File: config.mk
export PLATFORM = sky130hd
export DESIGN_NAME = fio_sequencer_flat
export DESIGN_NICKNAME = d
export VERILOG_FILES = /design/src/rtl/fio_sequencer_if.sv /design/src/rtl/fio_sequencer.sv /design/src/flat_wrapper.sv
export SDC_FILE = /design/constraint.sdc
export NUM_CORES = 1
export LEC_CHECK = 0
export ABC_AREA = 0
export BUFFER_PORTS_ARGS = -buffer_cell sky130_fd_sc_hd__buf_2
export CAP_MARGIN = 20
export CORE_AREA = 5 5 445 447
export CTS_CLUSTER_SIZE = 8
export DETAILED_ROUTE_END_ITERATION = 16
export DIE_AREA = 0 0 450 452
export PLACE_DENSITY = 0.3
export SKIP_LAST_GASP = 1
export SLEW_MARGIN = 20
export SYNTH_ARGS = -nofsm -noshare
export SYNTH_HDL_FRONTEND = slang
export SYNTH_SLANG_ARGS = --single-unit
File: constraint.sdc
create_clock -name clk -period 6.5 [get_ports clk]
set_input_delay 0.325 -clock clk [delete_from_list [all_inputs] [get_ports clk]]
set_output_delay 0.325 -clock clk [all_outputs]
set_load 0.1 [all_outputs]
File: src/rtl/fio_sequencer_if.sv
// fio_sequencer_if: host-side load and dump valid/ready streams
interface fio_sequencer_if;
  logic         in_valid;
  logic         in_ready;
  logic [255:0] in_data;
  logic         out_valid;
  logic         out_ready;
  logic [255:0] out_data;
  modport slave (input in_valid, in_data, out_ready, output in_ready, out_valid, out_data);
  modport master (output in_valid, in_data, out_ready, input in_ready, out_valid, out_data);
endinterface

File: src/rtl/fio_sequencer.sv
// fio_sequencer: streams init data into the GPU, runs it, then dumps a window of memory lines
module fio_sequencer #(
  parameter int TM_DEPTH = 256,
  parameter int ICACHE_DEPTH = 1024,
  parameter int MEM_DEPTH = 256,
  parameter int SHMEM_DEPTH = 256,
  parameter int DUMP_FIRST = 1,
  parameter int DUMP_LAST = 32,
  localparam int ADDR_W = $clog2(MEM_DEPTH + SHMEM_DEPTH),
  localparam int TW = $clog2(TM_DEPTH) + 1,
  localparam int MW = $clog2(MEM_DEPTH)
) (
  input  logic                 clk,
  input  logic                 rst,
  input  logic                 go,
  input  logic [TW-1:0]        tm_count,
  fio_sequencer_if.slave       bus,
  output logic                 busy,
  output logic                 done,
  output logic                 Write_Enable_FIO_TM,
  output logic [28:0]          Write_Data_FIO_TM,
  output logic                 start_FIO_TM,
  output logic                 clear_FIO_TM,
  input  logic                 finished_TM_FIO,
  output logic                 FileIO_Wen_ICache,
  output logic [9:0]           FileIO_Addr_ICache,
  output logic [31:0]          FileIO_Din_ICache,
  output logic                 FIO_MEMWRITE,
  output logic [ADDR_W-1:0]    FIO_ADDR,
  output logic [255:0]         FIO_WRITE_DATA,
  input  logic [255:0]         FIO_READ_DATA,
  output logic                 FIO_CACHE_LAT_WRITE,
  output logic [4:0]           FIO_CACHE_LAT_VALUE,
  output logic [MW-1:0]        FIO_CACHE_MEM_ADDR
);
  localparam int CW = $clog2(ICACHE_DEPTH + MEM_DEPTH + SHMEM_DEPTH + TM_DEPTH) + 1;
  typedef enum logic [3:0] {IDLE, LD_IC, LD_MEM, LD_EMU, LD_TM, RUN, DUMP_ADDR, DUMP_CAP, DUMP_OUT, DONE} state_t;
  state_t state, nxt;
  logic [CW-1:0] cnt, len;
  logic [TW-1:0] tm_n;
  logic [ADDR_W-1:0] line;
  logic [255:0] out_q;
  logic run_arm, ld, xfer, last, go_ok;
  assign ld = state inside {LD_IC, LD_MEM, LD_EMU, LD_TM};
  assign xfer = ld && bus.in_valid;
  assign go_ok = go && (state == IDLE || state == DONE);
  assign len = state == LD_IC ? CW'(ICACHE_DEPTH) : state == LD_MEM ? CW'(MEM_DEPTH + SHMEM_DEPTH) :
               state == LD_EMU ? CW'(MEM_DEPTH) : CW'(tm_n);
  assign last = cnt == len - CW'(1);
  assign busy = state != IDLE && state != DONE;
  assign done = state == DONE;
  assign bus.in_ready = ld;
  assign bus.out_valid = state == DUMP_OUT;
  assign bus.out_data = out_q;
  // next state: load phases advance on their last beat, RUN waits one cycle before honouring finished
  always_comb begin
    nxt = state;
    case (state)
      IDLE, DONE: nxt = go ? LD_IC : state;
      LD_IC:      nxt = xfer && last ? LD_MEM : state;
      LD_MEM:     nxt = xfer && last ? LD_EMU : state;
      LD_EMU:     nxt = xfer && last ? (tm_n == '0 ? RUN : LD_TM) : state;
      LD_TM:      nxt = xfer && last ? RUN : state;
      RUN:        nxt = run_arm && finished_TM_FIO ? DUMP_ADDR : state;
      DUMP_ADDR:  nxt = DUMP_CAP;
      DUMP_CAP:   nxt = DUMP_OUT;
      DUMP_OUT:   nxt = bus.out_ready ? (line == ADDR_W'(DUMP_LAST) ? DONE : DUMP_ADDR) : state;
      default:    nxt = IDLE;
    endcase
  end
  // state register
  always_ff @(posedge clk) state <= rst ? IDLE : nxt;
  // counters and registered GPU-side outputs; each accepted beat becomes a write one cycle later
  always_ff @(posedge clk) begin
    if (rst) begin
      cnt <= '0;
      tm_n <= '0;
      line <= '0;
      run_arm <= 1'b0;
      out_q <= '0;
      clear_FIO_TM <= 1'b0;
      start_FIO_TM <= 1'b0;
      FileIO_Wen_ICache <= 1'b0;
      FileIO_Addr_ICache <= '0;
      FileIO_Din_ICache <= '0;
      FIO_MEMWRITE <= 1'b0;
      FIO_ADDR <= '0;
      FIO_WRITE_DATA <= '0;
      FIO_CACHE_LAT_WRITE <= 1'b0;
      FIO_CACHE_LAT_VALUE <= '0;
      FIO_CACHE_MEM_ADDR <= '0;
      Write_Enable_FIO_TM <= 1'b0;
      Write_Data_FIO_TM <= '0;
    end else begin
      cnt <= go_ok || (xfer && last) ? '0 : xfer ? cnt + CW'(1) : cnt;
      if (go_ok) tm_n <= tm_count;
      run_arm <= state == RUN;
      clear_FIO_TM <= go_ok;
      start_FIO_TM <= state >= RUN && nxt >= RUN;
      FileIO_Wen_ICache <= xfer && state == LD_IC;
      FIO_MEMWRITE <= xfer && state == LD_MEM;
      FIO_CACHE_LAT_WRITE <= xfer && state == LD_EMU;
      Write_Enable_FIO_TM <= xfer && state == LD_TM;
      if (xfer && state == LD_IC) begin
        FileIO_Addr_ICache <= cnt[9:0];
        FileIO_Din_ICache <= bus.in_data[31:0];
      end
      if (xfer && state == LD_MEM) begin
        FIO_ADDR <= cnt[ADDR_W-1:0];
        FIO_WRITE_DATA <= bus.in_data;
      end else if (nxt == DUMP_ADDR) begin
        FIO_ADDR <= state == RUN ? ADDR_W'(DUMP_FIRST) : line + ADDR_W'(1);
        line <= state == RUN ? ADDR_W'(DUMP_FIRST) : line + ADDR_W'(1);
      end
      if (xfer && state == LD_EMU) begin
        FIO_CACHE_MEM_ADDR <= cnt[MW-1:0];
        FIO_CACHE_LAT_VALUE <= bus.in_data[4:0];
      end
      if (xfer && state == LD_TM) Write_Data_FIO_TM <= bus.in_data[28:0];
      if (state == DUMP_CAP) out_q <= FIO_READ_DATA;
    end
  end
endmodule

File: src/flat_wrapper.sv
// flat-port wrapper written by rule: the top's interface ports become plain ports
module fio_sequencer_flat 
#(
  parameter int TM_DEPTH = 256,
  parameter int ICACHE_DEPTH = 1024,
  parameter int MEM_DEPTH = 256,
  parameter int SHMEM_DEPTH = 256,
  parameter int DUMP_FIRST = 1,
  parameter int DUMP_LAST = 32,
  localparam int ADDR_W = $clog2(MEM_DEPTH + SHMEM_DEPTH),
  localparam int TW = $clog2(TM_DEPTH) + 1,
  localparam int MW = $clog2(MEM_DEPTH)
)
  (clk, rst, go, tm_count, busy, done, Write_Enable_FIO_TM, Write_Data_FIO_TM, start_FIO_TM, clear_FIO_TM, finished_TM_FIO, FileIO_Wen_ICache, FileIO_Addr_ICache, FileIO_Din_ICache, FIO_MEMWRITE, FIO_ADDR, FIO_WRITE_DATA, FIO_READ_DATA, FIO_CACHE_LAT_WRITE, FIO_CACHE_LAT_VALUE, FIO_CACHE_MEM_ADDR, bus_in_valid, bus_in_data, bus_out_ready, bus_in_ready, bus_out_valid, bus_out_data);
  fio_sequencer_if bus_i ();
  input  logic clk;
  input  logic rst;
  input  logic go;
  input  logic [TW-1:0] tm_count;
  output logic busy;
  output logic done;
  output logic Write_Enable_FIO_TM;
  output logic [28:0] Write_Data_FIO_TM;
  output logic start_FIO_TM;
  output logic clear_FIO_TM;
  input  logic finished_TM_FIO;
  output logic FileIO_Wen_ICache;
  output logic [9:0] FileIO_Addr_ICache;
  output logic [31:0] FileIO_Din_ICache;
  output logic FIO_MEMWRITE;
  output logic [ADDR_W-1:0] FIO_ADDR;
  output logic [255:0] FIO_WRITE_DATA;
  input  logic [255:0] FIO_READ_DATA;
  output logic FIO_CACHE_LAT_WRITE;
  output logic [4:0] FIO_CACHE_LAT_VALUE;
  output logic [MW-1:0] FIO_CACHE_MEM_ADDR;
  input wire logic [$bits(bus_i.in_valid)-1:0] bus_in_valid;
  input wire logic [$bits(bus_i.in_data)-1:0] bus_in_data;
  input wire logic [$bits(bus_i.out_ready)-1:0] bus_out_ready;
  output wire logic [$bits(bus_i.in_ready)-1:0] bus_in_ready;
  output wire logic [$bits(bus_i.out_valid)-1:0] bus_out_valid;
  output wire logic [$bits(bus_i.out_data)-1:0] bus_out_data;
  assign bus_i.in_valid = bus_in_valid;
  assign bus_i.in_data = bus_in_data;
  assign bus_i.out_ready = bus_out_ready;
  assign bus_in_ready = bus_i.in_ready;
  assign bus_out_valid = bus_i.out_valid;
  assign bus_out_data = bus_i.out_data;
  fio_sequencer #(.TM_DEPTH(TM_DEPTH), .ICACHE_DEPTH(ICACHE_DEPTH), .MEM_DEPTH(MEM_DEPTH), .SHMEM_DEPTH(SHMEM_DEPTH), .DUMP_FIRST(DUMP_FIRST), .DUMP_LAST(DUMP_LAST)) u_core (.clk(clk), .rst(rst), .go(go), .tm_count(tm_count), .bus(bus_i), .busy(busy), .done(done), .Write_Enable_FIO_TM(Write_Enable_FIO_TM), .Write_Data_FIO_TM(Write_Data_FIO_TM), .start_FIO_TM(start_FIO_TM), .clear_FIO_TM(clear_FIO_TM), .finished_TM_FIO(finished_TM_FIO), .FileIO_Wen_ICache(FileIO_Wen_ICache), .FileIO_Addr_ICache(FileIO_Addr_ICache), .FileIO_Din_ICache(FileIO_Din_ICache), .FIO_MEMWRITE(FIO_MEMWRITE), .FIO_ADDR(FIO_ADDR), .FIO_WRITE_DATA(FIO_WRITE_DATA), .FIO_READ_DATA(FIO_READ_DATA), .FIO_CACHE_LAT_WRITE(FIO_CACHE_LAT_WRITE), .FIO_CACHE_LAT_VALUE(FIO_CACHE_LAT_VALUE), .FIO_CACHE_MEM_ADDR(FIO_CACHE_MEM_ADDR));
endmodule
Yosys cells after proc, flatten, opt, wreduce, memory -nomap -nowiden
Index checks and enable logic that the tools add are counted.

Register bits after elaboration: 646. Output and inout port bits: 615.

Equal/unequal tests: 13. Order comparisons: 2. Multiplexer cells: 16. $add $sub $neg: 3. Reductions and logical operators: 20. Bitwise operators: 1.

Operator list (count): 9-bit two-way mux (4); 4-bit case mux with 9 select lines (1); 4-bit two-way mux (8); 12-bit two-way mux (2); 4-bit by 3-bit equality test with 1-bit output, second input constant (5); 12-bit by 1-bit adder with 12-bit output, second input constant (1); 12-bit equality test (1); 12-bit by 1-bit subtractor with 12-bit output, second input constant (1); 1-bit logical AND (10); 9-bit by 1-bit adder with 9-bit output, second input constant (1); 9-bit by 6-bit equality test with 1-bit output, second input constant (1); 9-bit zero test (1); 4-bit by 2-bit equality test with 1-bit output, second input constant (2); 4-bit equality test, second input constant (2); 4-bit by 3-bit greater-or-equal comparator with 1-bit output, second input constant (2); 4-bit nonzero test (2); 4-bit by 1-bit equality test with 1-bit output, second input constant (1); 4-bit zero test (1); 4-bit != test, second input constant (1); 2-bit OR reduction (2); 1-bit logical OR (2); 2-bit AND reduction (1); 2-bit nonzero test (1); 1-bit two-way mux (1); 1-bit NOT (1).

Depth between registers and ports, before layout
Word-level depth: 12. Depth in mapped cells: 15.

Worst setup path before layout
OpenSTA, ideal clock, no wires.

Kind: register to register. From: register u_core.state[3]. To: register u_core.FIO_ADDR[1]. Required time: 6.372 ns. Stages on the path, launching flop included: 10. Setup time: 0.128 ns. Period minus slack after synthesis: 3.697 ns. Setup slack: 2.803 ns. Arrival: 3.569 ns. Path through: dfxtp_1 -> buf_2 -> nor4b_2 -> nand2_1 -> nor2_1 -> a21oi_1 -> nor2_1 -> nor2_1 -> a222oi_1 -> nor2_1.

Elaborated cells on any way between the ends: 33.

RTL lines: start: declaration (RTL line fio_sequencer.sv:38) `state_t state, nxt;`; start signal: assignment (RTL line fio_sequencer.sv:72) `always_ff @(posedge clk) state <= rst ? IDLE : nxt;`; 4-bit equality test; via bus_out_valid (RTL line flat_wrapper.sv:41) `output wire logic [$bits(bus_i.out_valid)-1:0] bus_out_valid;`; 4-bit case mux with 9 select lines (RTL line fio_sequencer.sv:58) `case (state)`; 4-bit by 3-bit equality test with 1-bit output (RTL line fio_sequencer.sv:111) `end else if (nxt == DUMP_ADDR) begin`; 2-bit nonzero test (no line); end signal: assignment (RTL line fio_sequencer.sv:109) `FIO_ADDR <= cnt[ADDR_W-1:0];`; end signal: assignment (RTL line fio_sequencer.sv:112) `FIO_ADDR <= state == RUN ? ADDR_W'(DUMP_FIRST) : line + ADDR_W'(1);`; end: declaration (RTL line fio_sequencer.sv:29) `output logic [ADDR_W-1:0] FIO_ADDR,`.

The timed path passes the listed nets, and every way through them passes these cells. The select of a mux whose other input is x is not followed. A chain may end at the register's enable or synchronous reset.

Worst setup path after layout
From: register u_core.state[0]. To: register u_core.state[1].

Longest elaborated chain between the ends: 9. Elaborated cells on any way between the ends: 24.

Ends and longest elaborated chain: 4-bit by 2-bit equality test with 1-bit output (RTL line fio_sequencer.sv:44, fio_sequencer.sv:48, fio_sequencer.sv:58); 9-bit two-way mux (RTL line fio_sequencer.sv:48) `state == LD_EMU ? CW'(MEM_DEPTH) : CW'(tm_n);`; 12-bit two-way mux (2 in series) (RTL line fio_sequencer.sv:47) `assign len = state == LD_IC ? CW'(ICACHE_DEPTH) : state == LD_MEM ? CW'(MEM_DEPTH + SHMEM_DEPTH) :`; 12-bit by 1-bit subtractor with 12-bit output (RTL line fio_sequencer.sv:49) `assign last = cnt == len - CW'(1);`; 12-bit equality test (RTL line fio_sequencer.sv:49); 1-bit logical AND; 4-bit two-way mux (on tied branches); 4-bit case mux with 9 select lines (*) (RTL line fio_sequencer.sv:58).

Every way passes the cells marked *; elsewhere a longest branch is shown, timed or not.

==> qor.csv <==
metric,value,unit
status,finished clean,
crit end category,register,
switching pwr,2310,µW
Final Non-Filler Cells,7137,
CP startpoint,u_core.state[0]$_SDFF_PP0_,
register share of total power,42.3,%
R2R Setup Slk,2.31,ns
DR vias/cell,3.70,
crit-path max FO,15,
share of layout cells above drive strength 1,28.4,%
DRT iter0 DRCs,1469,
Num CTS Buffers,95,
final clock skew,0.0262,ns
clock root buffer,clkbuf_16,
"Seq/Total Area, Yosys",55.5,%
"most used cell, CP",nand2_1,
post-CTS setup buffer count,0,
Max IR drop VDD,0.000178,V
Post-CTS Hold Fix Bufs,536,
synthesized area,23300,µm²
placed cells,6467,
die area,203000,µm²
Post-synth EDFFs,0,
hpwl dp,111,mm
Worst Hold End,u_core.bus.out_data[61]$_SDFFE_PP0P_,
Nets,5089,
Synth Instances,2987,
Filler Cell Count,22100,
setup_tns,0,ns
number of placement rows,162,
clk sinks,646,
synth unique cells,64,
asr flop ratio synth,0,%
drc violations,0,
combinational share of power,7.5,%
HP Class,in2reg,
Synth Area per Inst,7.80,µm²
worst rel slew slack,26.4,%
CTS resizes,0,
# IOs,1142,
drt pass-1 iters,5,
PortBufs,1141,
Max Cap Viol,0,
switching share of total power,24.5,%
crit path time final,4.19,ns
clock network power share,50.2,%
Final Hold Fails,0,
overall power,9430,µW
deepest clock path buffer count,3,
initial core utilization,12.0,%
CTS H-tree depth,3,
Least-Margin Pin Slew,1.10,ns
max frequency,239,MHz
worst-path cell chain,or2_0 > nand2_1 > nand2_1 > ha_1 > xor2_1 > nor2_1 > a2111oi_0 > nand4_1 > nor4_1 > mux2i_1 > a21oi_1,
PD cells,237,nW/µm²
Final Cycle Share,64.4,%
DRT met1 WL,60.0,mm
Syn. warnings,0,
"Reg clk slew, reported paths",0.05,ns
arrival time worst endpoint,4.74,ns
CORE AREA,194000,µm²
vias in the first global route,26300,
WL per Instance,20.8,µm
Die W,450,µm
r2r worst-path depth,11,
max incr delay on CP,0.67,ns
Post-Route WL,149,mm
syn_nets,3518,
hold depth,3,
"Req. time, crit path",7.06,ns
Overflow after GRT,0,
top_reg_cell synth,dfxtp_1,
CTS tree,done,
register bit total from synthesis,646,
Detail Route Antenna Nets,0,
Via Count,26400,
GRT Total Usage,13.9,%
Highest Signal Layer,met5,
largest net degree at the start of global routing,158,
Final Util,20.5,%
Vert. Die Dim,452,µm
Final setup viols,0,
Routed met3 length,10.8,mm
start point of the worst hold path,FIO_READ_DATA[61],
Critical R2R Launch,u_core.state[0]$_SDFF_PP0_,
startpoint types,register,
Area Overhead vs Synth,70.6,%
crit path max-delay cell type,dfxtp_1,
max-slew violations,0,
Static Leak,0.0164,µW
initial antenna violation count,47,
RSZ-0062 raised after global routing,no,
Pint,7110,µW
FF-to-FF End,u_core.state[1]$_SDFF_PP0_,
met2 WL,71.4,mm
first-pass GRT wire length,205,mm
GP Congestion,0.895,
critical path type,reg2reg,
Clock Latency Late Sink,0.71,ns
-- routing by layer --
layer	vias to the layer above	GRT usage, %
met5	-	0
met4	14	6.12
met3	220	4.51
met2	874	23.2
met1	12400	16.2
li1	12900	-
-- power by group through the flow --
stage | Clock (µW) | Sequential, µW | Combinational [µW]
CTS | 4950 | 3990 | 713
global route | 5100 | 3990 | 753
detailed placement | 0 | 4070 | 435
floorplan | 0 | 4090 | 148
finish | 4730 | 3990 | 703
global placement | 0 | 4070 | 441
-- synthesized netlist by cell type, types with 3 or more instances --
master / number / area share, %
a21oi_1: 615 / 13
o211ai_1: 3 / 0.097
nor4_1: 7 / 0.19
xor2_1: 9 / 0.34
nor2b_1: 3 / 0.081
xnor2_1: 19 / 0.71
dfxtp_1: 646 / 56
nor3_1: 13 / 0.28
ha_1: 4 / 0.21
nand4_1: 4 / 0.11
mux2i_1: 12 / 0.52
a311oi_1: 7 / 0.26
a221oi_1: 3 / 0.11
and3_1: 11 / 0.30
nor2_1: 60 / 0.97
inv_1: 10 / 0.16
a2111oi_0: 3 / 0.11
clkbuf_1: 214 / 3.4
a222oi_1: 4 / 0.17
nand2_1: 1228 / 20
nand2b_1: 6 / 0.16
nand3_1: 17 / 0.37
o21ai_0: 11 / 0.24
o31a_1: 3 / 0.11
a22oi_1: 5 / 0.16
nor3b_1: 3 / 0.097
buf_1: 7 / 0.11
buf_2: 7 / 0.15
a211oi_1: 7 / 0.23
-- sequential cells by signal, summed over array words and instances (netlist names) --
name / cells
u_core.FIO_MEMWRITE: 1
u_core.FIO_ADDR: 9
u_core.run_arm: 1
u_core.clear_FIO_TM: 1
u_core.FIO_CACHE_MEM_ADDR: 8
u_core.cnt: 12
u_core.FileIO_Addr_ICache: 10
u_core.tm_n: 9
u_core.FIO_WRITE_DATA: 256
u_core.bus.out_data: 256
u_core.line: 9
u_core.start_FIO_TM: 1
u_core.FIO_CACHE_LAT_VALUE: 5
u_core.FileIO_Wen_ICache: 1
u_core.Write_Data_FIO_TM: 29
u_core.FileIO_Din_ICache: 32
u_core.FIO_CACHE_LAT_WRITE: 1
u_core.state: 4
u_core.Write_Enable_FIO_TM: 1
-- layout make-up --
class | count | area, µm² | area share [%]
flip-flops and latches | 646 | 12900 | 32.5
clock inverters | 10 | 173 | 0.435
well taps | 2542 | 3180 | 8.00
clock buffers | 110 | 2520 | 6.33
diodes | 14 | 35.0 | 0.0882
multi-input cells | 2100 | 9480 | 23.8
inverters | 10 | 37.5 | 0.0945
repair buffers | 1705 | 11400 | 28.6
-- stage by stage --
step	instance area (µm²)	setup WS, ns	hold slack (ns)
finish	39700	2.31	0.0608
CTS	39700	2.32	0.00304
detailed placement	31600	2.34	0.431
floorplan	23300	2.80	0.461
global route	39700	1.93	0.0484
global placement	31600	2.33	0.431
-- layout by cell type, fill, tap and decap left out, types with 5 or more instances in the layout --
master         count
clkbuf_1           9
buf_2           1140
a22oi_1            5
o21ai_0           11
nor2_1            60
nand2b_1           6
inv_1             10
mux2i_1           12
nand2_1         1226
and3_1             9
diode_2           14
a21oi_1          615
xnor2_1           19
a311oi_1           7
nand3_1           15
xor2_1             9
nor4_1             7
dfxtp_1          646
nor3_1            11
dlygate4sd3_1    536
clkbuf_16         97
a211oi_1           7
buf_4             21
buf_12             7
-- worst max path at each step --
stage	to	slack [ns]	cells after the start
after detailed placement	u_core.state[1]$_SDFF_PP0_	2.34	12
after CTS	u_core.state[1]$_SDFF_PP0_	2.32	12
final	u_core.state[1]$_SDFF_PP0_	2.31	11
after global routing	u_core.state[1]$_SDFF_PP0_	1.93	12
after floorplan	u_core.FIO_ADDR[1]$_SDFFE_PP0P_	2.80	9
after global placement	u_core.state[1]$_SDFF_PP0_	2.33	11
-- worst max-delay path: cells and delay by family, from the launching register on --
family / cells / cell delay [ns]
AO/OA/AOI/OAI: 2 / 0.58
XOR/XNOR: 1 / 0.40
flip-flops: 1 / 0.67
adder cells (fa/ha/maj): 1 / 0.40
AND/OR/NAND/NOR: 6 / 1.76
multiplexers: 1 / 0.25
-- logic make-up (layout without fill, tap and decap cells) --
logic type	after synthesis	in the layout	share of synthesized area, %
and+or+nand+nor	1373	1373	23.2
AOI/OAI and AO/OA	683	683	15.5
DFF	646	646	55.5
buffers and inverters	241	1835	4.00
xor gates and xnor gates	28	28	1.05
muxes	12	12	0.516
adders and majority gates	4	4	0.215
other	0	14	0
No activity file was read; power rests on OpenSTA's default activity.
